**src/rtl/sample_writer.sv**
```systemverilog
// Sample writer: accepts N_SAMPLES (x,y) pairs per frame and writes each one
// to the sample memory at consecutive addresses. It pulses end_w on the last write.
module sample_writer #(
    parameter int N_SAMPLES = 150,
    parameter int DW        = 20,
    parameter int AW        = 8
) (
    input  logic          clk,
    input  logic          reset,
    input  logic          start_w,
    input  logic          in_valid,
    input  logic [DW-1:0] x_in,
    input  logic [DW-1:0] y_in,
    output logic          in_ready,
    output logic          wr_en,
    output logic [AW-1:0] wr_addr,
    output logic [DW-1:0] x_out,
    output logic [DW-1:0] y_out,
    output logic          busy,
    output logic          end_w
);

    // state   | meaning
    // S_IDLE  | waiting for start_w
    // S_INIT  | one cycle, clears the sample counter
    // S_WRITE | accepting pairs, one memory write per handshake
    // S_DONE  | one cycle, final pair written, end_w pulsed
    typedef enum logic [1:0] {S_IDLE, S_INIT, S_WRITE, S_DONE} state_t;

    state_t        state, state_nxt;
    logic [AW-1:0] count;
    logic          handshake;
    logic          last_pair;

    assign handshake = in_valid & in_ready;
    assign last_pair = (count == AW'(N_SAMPLES - 1));

    always_ff @(posedge clk or negedge reset) begin
        if (!reset) state <= S_IDLE;
        else        state <= state_nxt;
    end

    always_comb begin
        state_nxt = state;
        case (state)
            S_IDLE:  if (start_w) state_nxt = S_INIT;
            S_INIT:  state_nxt = S_WRITE;
            S_WRITE: if (handshake && last_pair) state_nxt = S_DONE;
            S_DONE:  state_nxt = S_IDLE;
            default: state_nxt = S_IDLE;
        endcase
    end

    always_comb begin
        in_ready = (state == S_WRITE);
        busy     = (state != S_IDLE);
        end_w    = (state == S_DONE);
    end

    // The counter holds at N_SAMPLES-1 after the last pair, so it cannot wrap
    // even when N_SAMPLES == 2**AW; S_INIT clears it for the next frame.
    always_ff @(posedge clk or negedge reset) begin
        if (!reset) begin
            count   <= '0;
            wr_en   <= 1'b0;
            wr_addr <= '0;
            x_out   <= '0;
            y_out   <= '0;
        end else begin
            wr_en <= handshake;
            if (state == S_INIT) begin
                count <= '0;
            end else if (handshake) begin
                wr_addr <= count;
                x_out   <= x_in;
                y_out   <= y_in;
                if (!last_pair) count <= count + 1'b1;
            end
        end
    end

endmodule

```
**config.mk**
```make
export PLATFORM = sky130hd
export DESIGN_NAME = sample_writer
export DESIGN_NICKNAME = d
export VERILOG_FILES = /design/src/rtl/sample_writer.sv
export SDC_FILE = /design/constraint.sdc
export NUM_CORES = 1
export LEC_CHECK = 0
export CELL_PAD_IN_SITES_DETAIL_PLACEMENT = 1
export CELL_PAD_IN_SITES_GLOBAL_PLACEMENT = 1
export CORE_ASPECT_RATIO = 1.1
export CORE_MARGIN = 3
export CORE_UTILIZATION = 37
export DETAILED_ROUTE_END_ITERATION = 10
export PLACE_DENSITY_LB_ADDON = 0.1
export SLEW_MARGIN = 0
export SYNTH_ARGS = -nofsm -noshare
export SYNTH_HDL_FRONTEND = slang
export SYNTH_SLANG_ARGS = --single-unit
```
**constraint.sdc**
```tcl
create_clock -name clk -period 4.2 [get_ports clk]
set_input_delay 1.26 -clock clk [delete_from_list [all_inputs] [get_ports clk]]
set_output_delay 1.26 -clock clk [all_outputs]
set_load 0.005 [all_outputs]
```
==> summary.md, run 1 <==
| Metric | Value |
|---|---|
| Slew @ Worst Pin | 0.927 ns |
| Root Buffer Master | clkbuf_8 |
| Yosys reg bits | 59 |
| I/O Buffers | 95 |
| Nets@finish | roughly 320 |
| Clock period minus worst slack | roughly 3.0 ns |
| DP Cell Count | 335 |
| Global-route wire length before repair | approximately 9.4 mm |
| Hold Crit Class | register to register |
| Post-cts resize count | 0 |
| Syn avg cell area | 14.8 um2 |
| Cell Pwr Density | 649 mW/mm2 |
| Post-route ant nets | 0 |
| Cell Chain, Critical Path | clkdlybuf4s50_1 -> and2_1 -> nand2b_2 -> buf_4 -> mux2_2 |
| Initial DRC Count | 57 |
| Final WL | 5.78 mm |
| Fin cells | 349 |
| EDFF count, synth | 0 |
| Setup_tns | 0 ns |
| Worst endpoint data arrival time | 3.16 ns |
| Synth cell types | 29 |
| I/O pin cnt | 96 |
| Critical Path Source | in_valid |
| Pre-antenna DRT Iters | 4 |
| Hold Slack | 0.487 ns |
| GRT Util Overall | 0.161 |
| CTS sink count | 59 |
| Fin crit share | 0.703 |
| FP Rows | 30 |
| Max Fclk | ~0.34 GHz |
| Synth Instances | 165 |
| Hold Startpoint | wr_addr[1] |
| Die height | roughly 91 um |
| Post-Place Worst Slack | 0.876 ns |
| Worst VDD drop | between 0.3 and 0.4 mV |
| Vias in the first global route | 1,777 |
| Leak | 1.54 nW |
| Synth Net Count | about 220 |
| Antenna diode count | 0 |
| CTS tree | yes |
| Overflow after GRT | 0 |
| Register area share after synthesis | 0.606 |
| Die Span X | roughly 83 um |
| Crit path largest cell delay | 0.52 ns |
| Max-Cap Viols | 0 |
| Post-CTS Setup Inserts | 0 |
| Syn-to-layout area delta | 47.8% |
| Avg Vias per Cell | between 4 and 5 |
| Fraction of layout cells with a size suffix above 1 | 0.268 |
| Worst-path clk slew | ~0.06 ns |
| Hold_buf cts | 0 |
| Status | finished clean |
| Initial antenna violation count | 0 |
| Setup CP Type | input pin to register |
| Largest net degree at the start of global routing | 43 |
| CP max-delay cell | nand2b_2 |
| Clk buf depth | 2 |
| CP required | 4.41 ns |
| Final WS setup | roughly 1.2 ns |
| Reg2reg start | state[1] |
| Full die area | 0.00760 mm2 |
| CORE AREA | roughly 0.0063 mm2 |
| Setup-failing EPs final | 0 |
| Final Wtd Congestion | roughly 0.69 |
| Total CTS buffers | 9 |
| Worst setup EP type | register |
| WL/cell | 16.6 um |
| Synth Warn # | 0 |
| Htree depth | 3 |
| Setup repair after global routing missed its margin | false |
| Max-slew violation count | 0 |
| Top FF cell, synth | dfrtp_1 |
| Hold depth | 2 |
| Worst Path Max Fanout | 27 |
| Initial core utilization | 0.389 |
| Slew headroom | 0.382 |
| CP startpoint kind | input pin |
| Hpwl dp | 4.28 mm |
| Worst-skew pair later-pin latency | ~0.33 ns |
| Total number of vias | about 1,700 |
| Ys async rst share | 1.00 |
| Worst r2r path cells | 5 |
| # DRC | 0 |
| Mapped Area | 0.00244 mm2 |
| Final hold vios | 0 |
| Worst clock skew | 0.00688 ns |
layer usage:
layer  up-vias  part of all wire  global-route usage
met1       852              0.44               0.201
met3         5             0.054              0.0599
met2        54              0.50               0.255
met5         -                 0                   0
met4         0             0.011              0.0572
li1        786                 -                   -
worst paths after layout:
| kind | to | slack (ns) |
|---|---|---|
| setup / recovery | y_out[9] | 1.25 |
| min in group asynchronous | y_out[8] | 1.05 |
| hold reg to reg | wr_addr[1] | 0.49 |
| hold / removal | wr_addr[1] | 0.49 |
| max in group asynchronous | count[0] | 2.36 |
| setup reg to reg | y_out[9] | 1.85 |
cell families (layout without fill, tap and decap cells):
group,count (synthesis),in the layout,share of synthesized area
DFF,59,59,0.606
adders and majority gates,6,6,0.0308
and+or+nand+nor,23,23,0.0616
muxes,49,49,0.226
xor gates and xnor gates,2,2,0.00719
buffers and inverters,12,116,0.0277
AOI/OAI and AO/OA,14,14,0.0406
Yosys cell counts, types with 2 or more instances:
cell | instances | area [um2]
nand2_1 | 4 | 15.0
buf_4 | 3 | 22.5
nand3_1 | 3 | 15.0
or4_1 | 3 | 22.5
o31ai_1 | 3 | 22.5
mux2_2 | 49 | 552
ha_1 | 6 | 75.1
o21ai_0 | 2 | 10.0
a21oi_1 | 5 | 25.0
nand4_1 | 2 | 12.5
dfrtp_1 | 59 | 1480
xor2_1 | 2 | 17.5
buf_2 | 3 | 15.0
inv_1 | 4 | 15.0
nor2_1 | 3 | 11.3
power breakdown:
group          switching, mW  internal (mW)  leakage [nW]  total [mW]
Sequential             0.124          0.803         0.731       0.927
Combinational          0.324          0.678         0.724        1.00
Clock                  0.205          0.203        0.0815       0.408
cell usage in the layout (no fill, tap or decap), types with 2 or more instances in the layout:
master	netlist	routed
ha_1	6	6
o21ai_0	2	2
clkinv_2	0	4
nand3_1	3	3
xor2_1	2	2
dfrtp_1	59	59
nand2_1	4	4
clkbuf_8	0	9
nand4_1	2	2
or4_1	3	3
o31ai_1	3	3
mux2_2	49	49
inv_1	4	4
clkdlybuf4s50_1	0	94
a21oi_1	5	5
nor2_1	3	3
buf_4	3	3
area by class of cell:
type,instances,area [um2]
Clock buffer,10,128
Fill cell,615,2670
Timing Repair Buffer,98,968
Multi-Input combinational cell,94,896
Tap cell,80,100
Sequential cell,59,1480
Clock inverter,4,20.0
Inverter,4,15.0
registers in the layout (all words and copies together) (netlist names):
register and count:
x_out 20, y_out 20, count 8, wr_addr 8, state 2, wr_en 1
metrics by stage:
step	cell area, um2	utilization	total power [mW]
finish	3600	0.575	2.34
global route	3600	0.575	2.49
CTS	3600	0.575	2.38
detailed placement	3460	0.551	1.96
global placement	3460	0.551	1.92
floorplan	2440	-	1.36
critical path: cells and delay by family:
family	cells	cell delay, ns
AND/OR/NAND/NOR	2	0.74
buffers and inverters	2	0.80
multiplexers	1	0.37
Power figures use the tool's default switching activity.
==> run 2, diff against run 1 <==
- CORE_UTILIZATION: 37 -> 31
- clock period: 4.2 -> 2.5 ns (I/O delays scaled with it)
==> run 2 against run 1 <==
  * Via count shrank 1.9%
  * Critical path depth fell by 1
  * Cell count grew 7.7%
  * Core utilization is 8.7 points lower
  * Worst setup slack worse by 1.1 ns
  * Clock skew hardly changed
  * Combinational power is 69% higher
  * Largest cell class unchanged
  * Largest power group unchanged
==> summary.md, run 2 (synthesized netlist as in run 1, its figures left out) <==
| Metric | Value |
|---|---|
| Status | finished clean |
| Hold Crit Class | input pin to asynchronous set/reset pin |
| Clock share of power | 0.190 (+0.015) |
| Total CTS buffers | 9 (unchanged) |
| Final WS setup | 0.149 ns (-1.10 ns) |
| Pre-antenna DRT Iters | 3 (-1) |
| Max Fclk | 0.425 GHz |
| Post-Place Worst Slack | 0.0963 ns (-0.780 ns) |
| Register-to-register setup slack | 0.57 ns (-1.28 ns) |
| DP Cell Count | 360 (+7.5%) |
| I/O Buffers | 95 (unchanged) |
| Worst clock skew | 0.00652 ns (-0.000361 ns) |
| Final Wtd Congestion | 0.705 (+2.5%) |
| CP max-delay cell | clkdlybuf4s50_1 |
| Full die area | 0.00896 mm2 (+18%) |
| Worst r2r path cells | 6 (+1) |
| Hold Slack | 0.383 ns (-0.104 ns) |
| Hold_buf cts | 0 (unchanged) |
| Die Span X | 90.5 um (+8.6%) |
| Cell Chain, Critical Path | inv_1 -> ha_1 -> inv_1 -> clkdlybuf4s50_1 |
| Comb pwr share | 0.423 (-0.006) |
| Initial DRC Count | 55 (-3.5%) |
| Worst-skew pair later-pin latency | 0.33 ns (about the same) |
| Sw Pwr | 1.09 mW (+67%) |
| Grt peak-use layer | met2 |
| Max-slew violation count | 0 (unchanged) |
| CP startpoint kind | register |
| Die height | 99.0 um (+8.6%) |
| Met2 usage | 0.209 (-0.0460) |
| Slew @ Worst Pin | 0.519 ns (-0.408 ns) |
| Worst-path clk slew | 0.07 ns (about the same) |
| Total number of vias | 1,665 (-1.9%) |
| Reg power frac | 0.386 (-0.011) |
| Critical R2R Capture | count[6] |
| Fin crit share | 0.941 |
| Internal power | 2.91 mW (+73%) |
| Post-cts resize count | 0 (unchanged) |
| I/O pin cnt | 96 (unchanged) |
| Final WL | 5.70 mm (-1.4%) |
| Post-CTS Setup Inserts | 0 (unchanged) |
| FP Rows | 33 (+10%) |
| Antenna diode count | 0 (unchanged) |
| Setup_tns | 0 ns (unchanged) |
| Hpwl dp | 4.07 mm (-4.9%) |
| Sw Ratio | 0.273 (-0.00656) |
| WL/cell | 15.2 um (-8.5%) |
| Setup CP Type | register to primary output |
| Initial antenna violation count | 0 (unchanged) |
| GRT Util Overall | 0.136 (-0.0249) |
| Largest regs | x_out (20), y_out (20) |
| Root Buffer Master | clkbuf_8 |
| Worst endpoint data arrival time | 1.60 ns (-1.56 ns) |
| Syn-to-layout area delta | 51.2% |
| Clk buf depth | 2 (unchanged) |
| Slew headroom | 0.654 (+0.272) |
| CP dominant cell by count | inv_1 |
| Cell Pwr Density | 1090 mW/mm2 (+67%) |
| Final hold vios | 0 (unchanged) |
| Power, Total | 4.00 mW (+71%) |
| Initial core utilization | 0.323 (-0.0663) |
| Setup repair after global routing missed its margin | false |
| CORE AREA | 0.00756 mm2 (+21%) |
| Leak | 1.56 nW (+1.3%) |
| Clock period minus worst slack | 2.35 ns |
| Nets@finish | 316 (unchanged) |
| Fraction of layout cells with a size suffix above 1 | 0.266 (-0.00198) |
| Post-route ant nets | 0 (unchanged) |
| Avg Vias per Cell | 4.43 (-8.9%) |
| Final Core Density | 0.488 (-0.0872) |
| Fin cells | 376 (+7.7%) |
| # DRC | 0 (unchanged) |
| Worst VDD drop | 0.446 mV (+45%) |
| Global-route wire length before repair | 9.36 mm (-0.66%) |
| Reg2reg start | state[0] |
| Leading cell type in the layout, fill and taps excluded | clkdlybuf4s50_1 |
| Vias in the first global route | 1,769 (-0.45%) |
| Worst Path Max Fanout | 4 (-85%) |
| Htree depth | 3 (unchanged) |
| Setup-failing EPs final | 0 (unchanged) |
| M1 GR Usage | 0.172 (-0.0287) |
| Overflow after GRT | 0 (unchanged) |
| Largest net degree at the start of global routing | 50 (+16%) |
| # fillers | 785 (+28%) |
| CP required | 1.75 ns (-2.66 ns) |
| Most frequent cells in the layout | clkdlybuf4s50_1 (94), dfrtp_1 (59), mux2_2 (49) |
| CTS sink count | 59 (unchanged) |
| Met3 usage | 0.0489 (-0.0110) |
| CTS tree | yes |
| Worst setup EP type | primary output |
| Design area | 0.00368 mm2 (+2.3%) |
| Crit path largest cell delay | 0.50 ns (-0.02 ns) |
| DP Area | 0.00351 mm2 (+1.6%) |
| Max-Cap Viols | 0 (unchanged) |
==> run 2: cell types whose count changed in the layout (fill, tap and decap cells not counted) <==
cell / change
buf_12: +2
buf_4: -2
clkbuf_1: +2
clkbuf_8: +2
clkinv_2: -2
==> run 2: worst max-delay path by stage <==
stage | start | endpoint | slack (ns) | cells after the start
final | state[0] | busy | 0.15 | 4
after floorplan | in_valid | y_out[11] | 0.63 | 6
after detailed placement | in_valid | count[5] | 0.1 | 5
after CTS | state[0] | busy | 0.11 | 4
after global routing | state[0] | busy | 0.04 | 4
after global placement | in_valid | count[6] | 0.14 | 5
==> run 2: layer usage <==
metal / routed length, um / vias up
met1: 2580 / 809
met4: 106 / 0
met5: 0 / -
met3: 378 / 9
li1: - / 792
met2: 2630 / 55
==> run 2: critical path: cells and delay by family (launching register included) <==
kind / cells / cell delay (ns)
buf+inv: 3 / 0.65
flops: 1 / 0.40
fa+ha+maj: 1 / 0.22
==> run 2: power by group through the flow <==
stage	combinational [mW]	sequential, mW	clock (mW)
after floorplan	0.691	1.59	0
after global placement	1.71	1.55	0
after detailed placement	1.73	1.57	0
after CTS	1.74	1.55	0.804
after global routing	1.83	1.61	0.847
final	1.69	1.55	0.762
==> run 2: area by class of cell <==
type / instances / area (um2) / area share
clock buffers: 14 / 163 / 0.0441
clock inverters: 2 / 10.0 / 0.00272
multi-input cells: 94 / 896 / 0.243
inverters: 4 / 15.0 / 0.00407
repair buffers: 98 / 993 / 0.270
well taps: 105 / 131 / 0.0357
flip-flops and latches: 59 / 1480 / 0.401
==> run 3, diff against run 2 <==
- ABC_AREA: default -> 1
- CORE_UTILIZATION: 31 -> 28
==> run 3 against run 2 <==
  * Clock power is 26% higher
  * Non-clock buffer count down 1
  * Core utilization fell by 4.7 points
  * Global-route usage increased by 0.46 points
  * Sequential power about the same
  * Worst setup slack improved by 0.018 ns
  * First-iteration DRC count is 5.5% lower
  * Routed wire length up 19%
  * Via count increased by 33%
  * Critical endpoint unchanged
  * Largest power group unchanged
==> summary.md, run 3 <==
| Metric | Value |
|---|---|
| Cell Chain, Critical Path | inv_1 -> ha_1 -> inv_1 -> clkdlybuf4s50_1 |
| CORE AREA | 0.00858 mm2 (+14%) |
| Fraction of layout cells with a size suffix above 1 | 0.0597 (-0.206) |
| EDFF count, synth | 0 (unchanged) |
| Worst r2r path cells | 7 (+1) |
| Final hold vios | 0 (unchanged) |
| Worst-path clk slew | 0.07 ns (about the same) |
| Leak | 1.81 nW (+16%) |
| Cell Pwr Density | 1070 mW/mm2 (-1.5%) |
| Root Buffer Master | clkbuf_8 |
| Setup repair after global routing missed its margin | false |
| Total number of vias | 2,221 (+33%) |
| CTS sink count | 59 (unchanged) |
| Leading cell type in the layout, fill and taps excluded | nand2_1 |
| Synth top area share | 0.581 (-0.0248) |
| Slew @ Worst Pin | 0.928 ns (+0.409 ns) |
| Setup_tns | 0 ns (unchanged) |
| Comb pwr share | 0.386 (-0.037) |
| Htree depth | 3 (unchanged) |
| Worst setup EP type | primary output |
| Sw Ratio | 0.320 (+0.0470) |
| Reg power frac | 0.377 (-0.009) |
| Die Span X | 96.8 um (+6.9%) |
| Fin crit share | 0.933 (-0.00717) |
| Clock period minus worst slack | 2.33 ns (-0.0179 ns) |
| Mapped Area | 0.00254 mm2 (+4.3%) |
| CP max-delay cell | clkdlybuf4s50_1 |
| Post-CTS Setup Inserts | 0 (unchanged) |
| Total CTS buffers | 9 (unchanged) |
| Register-to-register setup slack | 0.56 ns (about the same) |
| Most frequent cells in the layout | nand2_1 (161), clkdlybuf4s50_1 (94), dfrtp_1 (59) |
| Top-count cell post-synth | nand2_1 |
| Worst-skew pair later-pin latency | 0.33 ns (about the same) |
| Max Fclk | 0.429 GHz (+0.77%) |
| Hpwl dp | 4.79 mm (+18%) |
| CP required | 1.75 ns (about the same) |
| Worst clock skew | 0.00755 ns (+0.00104 ns) |
| CP startpoint kind | register |
| I/O Buffers | 95 (unchanged) |
| Worst endpoint data arrival time | 1.58 ns (-0.02 ns) |
| Final WS setup | 0.166 ns (+0.0179 ns) |
| Worst Path Max Fanout | 4 (unchanged) |
| Post-Place Worst Slack | 0.0638 ns (-0.0325 ns) |
| Sw Pwr | 1.30 mW (+19%) |
| Antenna diode count | 0 (unchanged) |
| Post-cts resize count | 0 (unchanged) |
| CP top delay family | buffers and inverters |
| Setup-failing EPs final | 0 (unchanged) |
| Synth Instances | 301 (+82%) |
| Worst VDD drop | 0.535 mV (+20%) |
| Clock share of power | 0.237 (+0.047) |
| Most common library cells after synthesis | nand2_1 (161), dfrtp_1 (59), nor2_1 (14) |
| Register area share after synthesis | 0.581 (-0.0248) |
| Final Core Density | 0.441 (-0.0468) |
| # fillers | 1,023 (+30%) |
| Final WL | 6.79 mm (+19%) |
| Die height | 106 um (+7.0%) |
| Critical R2R Capture | wr_addr[1] |
| Synth cell types | 17 (-41%) |
| Top cells by area, synth | dfrtp_1 (58%), nand2_1 (24%), ha_1 (3.0%) |
| Largest net degree at the start of global routing | 57 (+14%) |
| Initial core utilization | 0.296 (-0.0265) |
| Synth Net Count | 351 (+63%) |
| CTS tree | yes |
| Crit path largest cell delay | 0.49 ns (about the same) |
| Ys async rst share | 1.00 (unchanged) |
| Initial DRC Count | 52 (-5.5%) |
| Syn-to-layout area delta | 48.9% |
| Hold_buf cts | 0 (unchanged) |
| Cell taking the most area after synthesis | dfrtp_1 |
| Max-Cap Viols | 0 (unchanged) |
| Clk buf depth | 2 (unchanged) |
| Synth Warn # | 0 (unchanged) |
| Final Wtd Congestion | 0.772 (+9.5%) |
| Hold Crit Class | input pin to asynchronous set/reset pin |
| Overflow after GRT | 0 (unchanged) |
| Top FF cell, synth | dfrtp_1 |
| GRT Util Overall | 0.140 (+0.00463) |
| Pre-antenna DRT Iters | 4 (+1) |
| Full die area | 0.0103 mm2 (+14%) |
| Buf/Inv on CP | 3 (unchanged) |
| Internal power | 2.75 mW (-5.4%) |
| WL/cell | 13.2 um (-13%) |
| # DRC | 0 (unchanged) |
| Reg2reg start | state[0] |
| Avg Vias per Cell | 4.33 (-2.2%) |
| Nets@finish | 448 (+42%) |
| Syn avg cell area | 8.44 um2 (-43%) |
| Status | finished clean |
| Vias in the first global route | 2,379 (+34%) |
| Initial antenna violation count | 0 (unchanged) |
| Largest regs | x_out (20), y_out (20) |
| Setup CP Type | register to primary output |
| Slew headroom | 0.382 (-0.273) |
| Hold Slack | 0.409 ns (+0.0262 ns) |
| Global-route wire length before repair | 11.7 mm (+25%) |
| Post-route ant nets | 0 (unchanged) |
| FP Rows | 35 (+6.1%) |
| I/O pin cnt | 96 (unchanged) |
| Max-slew violation count | 0 (unchanged) |
| CP dominant cell by count | inv_1 |
| Yosys reg bits | 59 (unchanged) |
## run 3: cell count changes after synthesis, sizes merged, moves of 3 or more
| cell | delta |
|---|---|
| a21oi | -5 |
| buf | +4 |
| inv | +12 |
| mux2 | -49 |
| nand2 | +158 |
| nand3 | +9 |
| nor2 | +12 |
| o21ai | +11 |
| o31ai | -3 |
| or4 | -3 |
## run 3: how the worst max path moves through the flow
stage                       endpoint  depth (start not counted)  slack [ns]  startpoint
after floorplan             x_out[0]                          7        1.03    in_valid
after global placement    wr_addr[6]                          6        0.12    in_valid
after detailed placement  wr_addr[1]                          6        0.06    in_valid
after CTS                       busy                          4        0.13    state[0]
after global routing            busy                          4        0.04    state[0]
final                           busy                          4        0.17    state[0]
## run 3: cell type report
type | instances | area [um2] | area share
flip-flops and latches | 59 | 1480 | 0.390
repair buffers | 97 | 973 | 0.257
well taps | 111 | 139 | 0.0367
clock buffers | 11 | 141 | 0.0374
inverters | 16 | 60.1 | 0.0159
clock inverters | 4 | 75.1 | 0.0198
multi-input cells | 215 | 918 | 0.243
## run 3: cells by family after synthesis
kind of cell	synth area share
flip-flops	0.581
adder cells (fa/ha/maj)	0.0295
AO/OA/AOI/OAI	0.0276
XOR/XNOR	0.00345
buffers and inverters	0.0576
AND/OR/NAND/NOR	0.301
## run 3: per-layer routing
layer,track usage,part of all wire,vias up
met3,0.0374,0.041,7
met2,0.231,0.49,56
met4,0.0451,0.012,0
li1,-,-,1105
met5,0,0,-
met1,0.180,0.46,1053
## run 3: per-stage QoR
stage | area (um2) | std cells | power [mW]
after detailed placement | 3570 | 498 | 3.15
after CTS | 3780 | 513 | 4.15
after global placement | 3570 | 498 | 3.11
after global routing | 3780 | 513 | 4.39
after floorplan | 2540 | 301 | 2.21
final | 3780 | 513 | 4.05
## run 3: power by group through the flow
stage / Sequential [mW] / Combinational, mW / Clock [mW]
6_report: 1.53 / 1.57 / 0.958
5_1_grt: 1.58 / 1.76 / 1.05
4_1_cts: 1.53 / 1.62 / 0.998
3_5_place_dp: 1.55 / 1.61 / 0
3_3_place_gp: 1.53 / 1.58 / 0
2_1_floorplan: 1.55 / 0.665 / 0
## run 3: worst reg2reg max path, cell delays in order, from the launching register on
cell	delay (ns)
dfrtp_1	0.40
inv_1	0.08
ha_1	0.24
nand2_1	0.16
nor2_4	0.05
inv_2	0.65
nand2_1	0.16
o21ai_1	0.11
